===== src/rtl/uart_tx_serializer.sv =====
// uart_tx_serializer
// Turns a parallel word into one asynchronous UART frame: a start bit, the
// data bits LSB first, an optional parity bit, and a stop bit. i_clk is
// already the baud clock, so every state lasts exactly one i_clk cycle.
//
// Ports
//   i_clk        : baud-rate clock (one cycle per bit)
//   i_rst        : synchronous reset, active-high
//   i_data       : word to send, latched on accept
//   i_data_valid : transmit request
//   i_par_en     : 1 appends a parity bit (latched on accept)
//   i_par_typ    : 0 even parity, 1 odd parity (latched on accept)
//   o_tx_out     : serial line, idles high (registered)
//   o_busy       : 1 while a request cannot be accepted (registered)
//
// Build option
//   UART_TX_PARITY_EN : when defined, the PARITY state and parity logic are
//   built in. When undefined, i_par_en/i_par_typ are ignored and every frame
//   is start + data + stop.

module uart_tx_serializer #(
  parameter int DATA_WIDTH = 8
) (
  input  logic                  i_clk,
  input  logic                  i_rst,
  input  logic [DATA_WIDTH-1:0] i_data,
  input  logic                  i_data_valid,
  input  logic                  i_par_en,
  input  logic                  i_par_typ,
  output logic                  o_tx_out,
  output logic                  o_busy
);

  localparam int CNT_W = (DATA_WIDTH > 1) ? $clog2(DATA_WIDTH) : 1;
  localparam logic [CNT_W-1:0] LAST_BIT = CNT_W'(DATA_WIDTH - 1);

`ifdef UART_TX_PARITY_EN
  typedef enum logic [2:0] {
    IDLE   = 3'd0,
    START  = 3'd1,
    DATA   = 3'd2,
    PARITY = 3'd3,
    STOP   = 3'd4
  } state_t;
`else
  typedef enum logic [2:0] {
    IDLE   = 3'd0,
    START  = 3'd1,
    DATA   = 3'd2,
    STOP   = 3'd4
  } state_t;
`endif

  state_t                state_r;
  logic [CNT_W-1:0]      cnt_r;
  logic [DATA_WIDTH-1:0] shift_r;
  logic                  tx_r;
  logic                  busy_r;
  logic                  accept_s;

`ifdef UART_TX_PARITY_EN
  logic                  par_en_r;
  logic                  par_bit_r;

  // Parity bit for a word: XOR of all bits, inverted for odd parity.
  function automatic logic calc_parity(input logic [DATA_WIDTH-1:0] word,
                                       input logic                  odd);
    return (^word) ^ odd;
  endfunction
`else
  // Parity inputs are intentionally ignored in this build.
  logic                  par_unused_s;
  assign par_unused_s = i_par_en ^ i_par_typ;
`endif

  // A new word is taken when idle or during the stop bit (back-to-back).
  assign accept_s = i_data_valid && ((state_r == IDLE) || (state_r == STOP));

  assign o_tx_out = tx_r;
  assign o_busy   = busy_r;

  // Frame sequencer: the line level and busy flag are registered together
  // with the state being entered, so they change on the same edge as the state.
  always_ff @(posedge i_clk) begin
    if (i_rst) begin
      state_r   <= IDLE;
      cnt_r     <= {CNT_W{1'b0}};
      shift_r   <= {DATA_WIDTH{1'b0}};
      tx_r      <= 1'b1;
      busy_r    <= 1'b0;
`ifdef UART_TX_PARITY_EN
      par_en_r  <= 1'b0;
      par_bit_r <= 1'b0;
`endif
    end else begin
      case (state_r)
        IDLE, STOP: begin
          if (accept_s) begin
            shift_r   <= i_data;
`ifdef UART_TX_PARITY_EN
            par_en_r  <= i_par_en;
            par_bit_r <= calc_parity(i_data, i_par_typ);
`endif
            state_r   <= START;
            tx_r      <= 1'b0;
            busy_r    <= 1'b1;
          end else begin
            state_r   <= IDLE;
            tx_r      <= 1'b1;
            busy_r    <= 1'b0;
          end
        end
        START: begin
          // Present bit 0 now; cnt_r tracks the index of the bit on the line.
          state_r <= DATA;
          cnt_r   <= {CNT_W{1'b0}};
          tx_r    <= shift_r[0];
          shift_r <= shift_r >> 1'b1;
          busy_r  <= 1'b1;
        end
        DATA: begin
          if (cnt_r == LAST_BIT) begin
`ifdef UART_TX_PARITY_EN
            if (par_en_r) begin
              state_r <= PARITY;
              tx_r    <= par_bit_r;
              busy_r  <= 1'b1;
            end else begin
              state_r <= STOP;
              tx_r    <= 1'b1;
              busy_r  <= 1'b0;
            end
`else
            state_r <= STOP;
            tx_r    <= 1'b1;
            busy_r  <= 1'b0;
`endif
          end else begin
            cnt_r   <= cnt_r + CNT_W'(1);
            tx_r    <= shift_r[0];
            shift_r <= shift_r >> 1'b1;
            busy_r  <= 1'b1;
          end
        end
`ifdef UART_TX_PARITY_EN
        PARITY: begin
          state_r <= STOP;
          tx_r    <= 1'b1;
          busy_r  <= 1'b0;
        end
`endif
        default: begin
          state_r <= IDLE;
          tx_r    <= 1'b1;
          busy_r  <= 1'b0;
        end
      endcase
    end
  end

endmodule


===== config.mk =====
export PLATFORM = sky130hd
export DESIGN_NAME = uart_tx_serializer
export DESIGN_NICKNAME = d
export VERILOG_FILES = /design/src/rtl/uart_tx_serializer.sv
export SDC_FILE = /design/constraint.sdc
export NUM_CORES = 1
export LEC_CHECK = 0
export CAP_MARGIN = 20
export CORE_MARGIN = 2
export CORE_UTILIZATION = 53
export CTS_CLUSTER_SIZE = 28
export DETAILED_ROUTE_END_ITERATION = 16
export DONT_BUFFER_PORTS = 1
export PLACE_DENSITY = 0.71
export SETUP_SLACK_MARGIN = 0.05
export SYNTH_ARGS = -nofsm -noshare
export SYNTH_HDL_FRONTEND = slang
export SYNTH_SLANG_ARGS = --single-unit

===== constraint.sdc =====
create_clock -name i_clk -period 1.5 [get_ports i_clk]
set_input_delay 0.075 -clock i_clk [delete_from_list [all_inputs] [get_ports i_clk]]
set_output_delay 0.075 -clock i_clk [all_outputs]
set_load 0.05 [all_outputs]

Word-level counts from Yosys, hierarchy flattened:

Index checks and enable logic that the tools add are counted.

* bits in registers: 16
* input port bits: 13

* add/subtract/negate cells: 1
* eq/ne operators: 7
* mux-type cells: 14
* reductions and logical operators: 8

Operators by type and width (number)
* 8-bit case mux with 3 select lines: 1
* 8-bit 2-to-1 mux: 2
* 3-bit case mux with 3 select lines: 1
* 3-bit == test, second input constant: 2
* 3-bit 2-to-1 mux: 2
* 2-bit != test, second input constant: 3
* 1-bit case mux with 3 select lines: 2
* 3-bit case mux with 2 select lines: 1
* 1-bit 2-to-1 mux: 5
* 3-bit by 1-bit adder with 3-bit output, second input constant: 1
* 3-bit by 1-bit == test with 1-bit output, second input constant: 1
* 3-bit by 2-bit == test with 1-bit output, second input constant: 1
* 3-bit logical NOT: 1
* 3-bit AND reduction: 1
* 3-bit nonzero test: 1
* 2-bit AND reduction: 1
* 2-bit nonzero test: 1
* 2-bit OR reduction: 1
* 1-bit logical AND: 1
* 1-bit logical OR: 1

Depth between registers and ports, before layout:

Gate-level depths: netlist of the first run.

* depth after elaboration: 5
* depth in mapped cells: 7
* gate-level depth less buffers: 6

Worst setup path after synthesis of the first run:

No wires, ideal clock.

* path type: reg-to-reg
* start point: reg cnt_r[0]
* end point: reg shift_r[1]
* library setup time: 0.086 ns
* arrival time: 1.457 ns
* slack: -0.043 ns
* cell stages (with the launch flop): 8
* period minus slack after synthesis: 1.543 ns
* cells stage by stage: dfxtp_1 -> ha_1 -> ha_1 -> nor3b_1 -> o31a_2 -> buf_6 -> nor2_1 -> a211oi_1

* word-level cells in the longest chain between the ends: 3

Ends and longest elaborated chain
* start, declared: line 55 `logic [CNT_W-1:0] cnt_r;`
* start signal, assigned: line 87 `cnt_r <= {CNT_W{1'b0}};`
* start signal, assigned: line 116 `cnt_r <= {CNT_W{1'b0}};`
* start signal, assigned: line 139 `cnt_r <= cnt_r + CNT_W'(1);`
* 3-bit == test: line 122 `if (cnt_r == LAST_BIT) begin`
* 2-bit != test (no line)
* 3-bit AND reduction (no line)
* end signal, assigned: line 99 `shift_r <= i_data;`
* end signal, assigned: line 118 `shift_r <= shift_r >> 1'b1;`
* end signal, assigned: line 141 `shift_r <= shift_r >> 1'b1;`
* end, declared: line 56 `logic [DATA_WIDTH-1:0] shift_r;`

No other way between the ends.
A chain may end at the register's enable or synchronous reset.

Worst setup path in the final report of the first run:

* start point: reg state_r[1]
* end point: reg shift_r[2]

* word-level cells in the longest chain between the ends: 5

Ends and longest elaborated chain
* start, declared: line 54 `state_t state_r;`
* start signal, assigned: line 86 `state_r <= IDLE;`
* start signal, assigned: line 104 `state_r <= START;`
* start signal, assigned: line 108 `state_r <= IDLE;`
* 3-bit == test or 3-bit logical NOT (tied branches): line 77, 96
* 1-bit logical OR: line 77 `assign accept_s = i_data_valid && ((state_r == IDLE) || (state_r == STOP));`
* 1-bit logical AND: line 77
* 2-bit != test (no line)
* 3-bit AND reduction (no line)
* end signal, assigned: line 88 `shift_r <= {DATA_WIDTH{1'b0}};`
* end signal, assigned: line 99
* end signal, assigned: line 118

Several ways; a longest one is shown, not always the timed one.

==> metrics, run 1 <==
status complete, but fails checks; failing checks negative hold slack, negative setup slack; maxcap violations 0; antenna viol nets, final 0; Sink Count 16; reg2reg start state_r[1]; Hold Startpoint i_rst; final setup fails 1; Layout Skew 0.00278 ns; initial antenna violation count 0; Slowest-stage cell, CP dfxtp_1; largest family of logic cells by synthesized area compound AO/OA/AOI/OAI gates; most frequent cells in the layout dfxtp_1, buf_4, nor2_1; number of I/O pins 15; via count 629; Synth Register Bits 16; fin crit period 1.53 ns; Crit Path Max Fanout 9; Detail Placement HPWL 848 um; H-tree levels 1; vias per cell 6.17; Final Cycle Share 102%; final setup margin -0.0283 ns; Synth Area in XOR/XNOR 0%; combinational cell fraction of total power 22.5%; final hold vios 14; cts bufs inserted 3; Final Net Count 103; sequential power share 50.5%; commonest non-fill, non-tap cell in the layout dfxtp_1; Routed met1 length 733 um; clk buf depth 2; Finished Core Util 74.3%; Antenna diodes 0; Max-slew headroom 68.8%; Max Fclk 654 MHz; worst reg2reg setup slack -0.03 ns; Met2 Wirelength 790 um; slowest stage delay, CP 0.51 ns; critical path data arrival time 1.70 ns; Skew-Pair Late Insertion Delay 0.28 ns; Post-Synthesis Cells 73; count of cell types in the netlist 27; worst slew pin tran 0.468 ns; full die area 1750 um2; Clk pwr share 27.0%; CTS tree yes; Worst Path Required 1.67 ns; Slew Limit Fails 0; Final Power 1.02 mW; cell area after synthesis 758 um2; Port Buffers 0; Post-route DRC 0; pin count of the biggest net entering global routing 16; power density cells 1040 nW/um2; fill count 93; Worst Hold End cnt_r[0]; CP endpoint kind flop; Wirelength per Cell 16.4 um; RSZ-0062 raised after global routing true; Sw Share 27.9%; total track usage 18.5%; Top Layer Used met4; average size of a mapped cell 10.4 um2; Row Count 13; DRT iter0 DRCs 14; pre-CTS setup slack -0.0603 ns; vias in the first global route 581; Reg clk slew, reported paths 0.09 ns; Compound-Gate Fraction of Synth Area 20.3%; Worst Reg-to-Reg Cells 4; WS Path Type flop to flop; Core ar. 1320 um2; first-pass GRT wire length 2.48 mm; Ys Warns 0; CTS root buf clkbuf_4; Post-Synth Simple-Gate Area 18.0%; Worst IR Drop VDD 0.000700 V; Hold Path Class primary input to flop; Final Non-Filler Cells 102; total wire length 1.68 mm; Die Y 41.8 um; Net Count, Synth 88; Starting Density 57.5%; post-synthesis adder-cell area fraction 3.30%; RD Place Congestion 0.773; Pleak 0.371 nW; switching power 0.285 mW; critical-path cell list nand2b_4 -> a21oi_4 -> mux2i_1 -> a211oi_2; Hold-fix buffers, CTS 1; CP startpoint kind flop; post-synthesis mux area share 10.7%; WL met3 106 um; worst hold stages 1; fraction of layout cells with a size suffix above 1 42.5%; FF-to-FF End shift_r[2]; Die Width 41.8 um; Congestion Overflow GR 0; Layout area overhead 29.0%; DRT Pass-1 Iters 4; P_int 0.736 mW; setup TNS -0.0283 ns; worst hold slack -0.153 ns; dpl cells 88; sequential-to-total area share from yosys stat 42.2%
[area by class of cell]
class	count	area [um2]	share of cell area, %
Tap cell	15	18.8	1.92
Inverter	1	3.75	0.384
Multi-Input combinational cell	54	503	51.4
Sequential cell	16	324	33.1
Timing Repair Buffer	12	92.6	9.46
Clock buffer	4	36.3	3.71
[kinds of logic after synthesis]
family / after synthesis
flops: 16
simple gates: 23
compound gates: 19
mux: 8
buf+inv: 5
fa+ha+maj: 2
[cells in the mapped netlist]
| cell | instances | area, um2 |
|---|---|---|
| o31a_2 | 1 | 10.0 |
| nor2b_1 | 2 | 12.5 |
| mux2i_1 | 7 | 70.1 |
| a22oi_1 | 3 | 22.5 |
| nor4b_1 | 2 | 17.5 |
| a211oi_2 | 1 | 12.5 |
| nor2_1 | 10 | 37.5 |
| buf_6 | 3 | 33.8 |
| nor3b_1 | 1 | 7.51 |
| nand2_1 | 1 | 3.75 |
| a21oi_1 | 2 | 10.0 |
| nor3_1 | 2 | 10.0 |
| a22o_1 | 2 | 17.5 |
| o21bai_1 | 1 | 7.51 |
| clkbuf_1 | 1 | 3.75 |
| ha_1 | 2 | 25.0 |
| or2_2 | 1 | 6.26 |
| o21ai_0 | 1 | 5.00 |
| dfxtp_1 | 16 | 320 |
| nand2b_4 | 2 | 27.5 |
| o21a_1 | 1 | 7.51 |
| a21oi_4 | 1 | 16.3 |
| a211oi_1 | 6 | 45.0 |
| inv_1 | 1 | 3.75 |
| mux2_2 | 1 | 11.3 |
| nand3b_1 | 1 | 7.51 |
| or2_0 | 1 | 6.26 |
[worst max-delay path by stage]
stage                     slack, ns    endpoint  startpoint
after floorplan                0.06  shift_r[7]    cnt_r[1]
after global placement        -0.04  shift_r[7]    cnt_r[1]
after detailed placement      -0.06  shift_r[7]    cnt_r[1]
after CTS                      0.03  shift_r[7]    cnt_r[0]
after global routing          -0.12  shift_r[2]  state_r[1]
final                         -0.03  shift_r[2]  state_r[1]
[per-layer routing]
layer  GRT usage [%]  vias up
met2            31.3       26
met1            22.2      294
met4            3.87        0
met5               0        -
met3            6.96        6
li1                -      303
[state kept, by name (all words and copies together) (netlist names)]
register / count
shift_r: 8
cnt_r: 3
o_busy: 1
o_tx_out: 1
state_r: 3
[stage by stage]
stage | cell area [um2] | hold WS [ns]
after floorplan | 779 | 0.140
after global placement | 791 | 0.143
after detailed placement | 791 | 0.144
after CTS | 922 | -0.160
after global routing | 978 | -0.161
final | 978 | -0.153
[timing repair]
item / 4_1_cts / 5_1_grt
buffers inserted: 3 / 4
gates cloned: 2 / 0
gates resized for setup: 9 / 5
pin swaps: 11 / 5
setup endpoints to repair: 11 / 13
hold endpoints to repair: 15 / 14
[power by group through the flow]
stage / clock, mW / sequential, mW / combinational, mW
after CTS: 0.279 / 0.513 / 0.186
after global routing: 0.297 / 0.520 / 0.248
final: 0.276 / 0.515 / 0.230
after detailed placement: 0 / 0.520 / 0.147
after global placement: 0 / 0.519 / 0.145
after floorplan: 0 / 0.510 / 0.146
[critical path, delay by kind of cell, from the launching register on]
family	cells	cell delay [ns]
flops	1	0.51
simple gates	1	0.10
compound gates	2	0.45
mux	1	0.35
(Power assumes the default switching activity.)
==> inputs of run 2 (changes only) <==
- ABC_AREA: unset -> 1
- SETUP_SLACK_MARGIN: 0.05 -> 0.15
==> metrics, run 2 <==
average size of a mapped cell 6.72 um2 (-35%); Pleak 0.421 nW (+13%); RSZ-0062 raised after global routing true; Antenna diodes 0 (unchanged); Largest Register shift_r; power density cells 1120 nW/um2 (+7.6%); count of cell types in the netlist 14 (-48%); Congestion Overflow GR 0 (unchanged); sequential-to-total area share from yosys stat 41.4% (-0.82 points); cts bufs inserted 3 (unchanged); most frequent cells in the layout nand2_1, nor2_1, dfxtp_1; dpl cells 131 (+49%); Die Width 42.2 um (+0.88%); Final Net Count 137 (+33%); Max-slew headroom 68.6% (-0.19 points); vias in the first global route 652 (+12%); Post-synth EDFFs 0 (unchanged); cell area after synthesis 773 um2 (+2.0%); Layout Skew 0.00969 ns (+0.00691 ns); clk buf depth 2 (unchanged); Synth Register Bits 16 (unchanged); Worst IR Drop VDD 0.000672 V (-4.0%); top cells by area, synth dfxtp_1, nand2_1, nor2_1, nand3_1, inv_1; Final Non-Filler Cells 136 (+33%); Worst Path Required 1.74 ns (+0.07 ns); CP startpoint kind flop; final setup fails 0 (-1); Slew Limit Fails 0 (unchanged); worst slew pin tran 0.471 ns (+0.00284 ns); CTS root buf clkbuf_4; Detail Placement HPWL 1.10 mm (+30%); fraction of layout cells with a size suffix above 1 17.4% (-25 points); H-tree levels 1 (unchanged); area share of the largest cell type after synthesis 41.4% (-0.82 points); worst hold slack -0.185 ns (-0.0314 ns); Ys Warns 0 (unchanged); fin crit period 1.29 ns (-0.235 ns); pin count of the biggest net entering global routing 16 (unchanged); DRT iter0 DRCs 20 (+6); Top Layer Used met4; Met2 Wirelength 836 um (+5.8%); Reg clk slew, reported paths 0.10 ns (about the same); Port Buffers 0 (unchanged); antenna viol nets, final 0 (unchanged); vias per cell 5.33 (-14%); Hold Path Class primary input to flop; Row Count 13 (unchanged); Crit Path Max Fanout 8 (-1); WL met3 78 um (-26%); Layout area overhead 17.6%; via count 725 (+15%); total track usage 20.6% (+2.1 points); max reg flops 8 (unchanged); worst reg2reg setup slack 0.21 ns (+0.23 ns); Wirelength per Cell 12.7 um (-23%); Skew-Pair Late Insertion Delay 0.31 ns (+0.03 ns); CTS tree yes; Post-Synthesis Cells 115 (+58%); total wire length 1.73 mm (+2.9%); final hold vios 7 (-7); most frequent cells after synthesis nand2_1, nor2_1, dfxtp_1; status complete, but fails checks; Die Y 42.2 um (+0.88%); DRT Pass-1 Iters 4 (unchanged); Starting Density 58.0% (+0.42 points); Final Power 1.02 mW (about the same); most frequent cell after synthesis nand2_1; CP endpoint kind flop; Max Fclk 773 MHz (+18%); critical path data arrival time 1.53 ns (-0.17 ns); Sink Count 16 (unchanged); RD Place Congestion 0.751 (-2.8%); setup TNS 0 ns (+0.0283 ns); commonest non-fill, non-tap cell in the layout nand2_1; Largest regs shift_r (8), cnt_r (3), state_r (3); async set-reset flop share out of synthesis 0% (unchanged); WS Path Type flop to flop; Core ar. 1330 um2 (+1.2%); Finished Core Util 68.2% (-6.1 points); Top FF cell, synth dfxtp_1; # Post-CTS Setup Buffers 0 (-3); initial antenna violation count 0 (unchanged); Final Cycle Share 86.2% (-16 points); Net Count, Synth 130 (+48%); maxcap violations 0 (unchanged); cell taking the most area after synthesis dfxtp_1; number of I/O pins 15 (unchanged); first-pass GRT wire length 2.77 mm (+12%); failing checks negative hold slack; Post-route DRC 0 (unchanged); Routed met1 length 761 um (+3.8%); full die area 1780 um2 (+1.8%)
run 2: cell count changes after synthesis, sizes merged, moves of 3 or more:
cell / change
nor2: +14
nand2: +29
inv: +13
nand4: +8
mux2i: -7
a211oi: -7
a22oi: -3
nand3: +13
run 2: final timing paths:
path | startpoint | endpoint | cells after the start
setup / recovery | cnt_r[0] | shift_r[2] | 7
hold / removal | i_rst | state_r[0] | 1
setup reg to reg | cnt_r[0] | shift_r[2] | 7
hold reg to reg | cnt_r[1] | cnt_r[1] | 2
run 2: cell type report:
class | instances | area, um2
clock buffer | 4 | 36.3
tap | 15 | 18.8
multi-input combinational | 83 | 454
sequential | 16 | 322
timing repair buffer | 3 | 22.5
inverter | 15 | 56.3
fill | 122 | 424
run 2: cells by family (layout without fill, tap and decap cells):
kind of cell | count (synthesis) | in the layout | synth area share, %
and+or+nand+nor | 75 | 76 | 43.4
AOI/OAI and AO/OA | 5 | 5 | 3.24
DFF | 16 | 16 | 41.4
buffers and inverters | 17 | 22 | 8.74
adders and majority gates | 2 | 2 | 3.24
run 2: stage by stage:
stage          cell area [um2]  setup slack (ns)
4_1_cts                    850             0.136
3_3_place_gp               803             0.118
5_1_grt                    910             0.109
2_1_floorplan              773             0.293
3_5_place_dp               803            0.0662
6_report                   910             0.206
run 2: routing by layer:
layer,global-route usage (%),vias up
met5,0,-
met4,11.9,0
met3,6.47,4
met2,32.0,17
met1,24.7,325
li1,-,379
run 2: critical path, stage by stage, from the launching register on:
cell and delay, ns:
dfxtp_1 0.33, ha_1 0.23, ha_4 0.19, inv_1 0.09, nand3_4 0.13, nand4_1 0.10
nand2_1 0.05, nor2_1 0.09
run 2: power breakdown:
group | switching (mW) | internal (mW) | total (mW)
Clock | 0.151 | 0.148 | 0.300
Combinational | 0.130 | 0.0807 | 0.211
Sequential | 0.0436 | 0.467 | 0.511
Total | 0.325 | 0.696 | 1.02
run 2: what timing repair did:
action | CTS | global route
pin swaps | 0 | 2
hold endpoints to repair | 7 | 7
gates cloned | 0 | 1
gates resized for setup | 2 | 12
endpoints found under the setup margin | 8 | 12
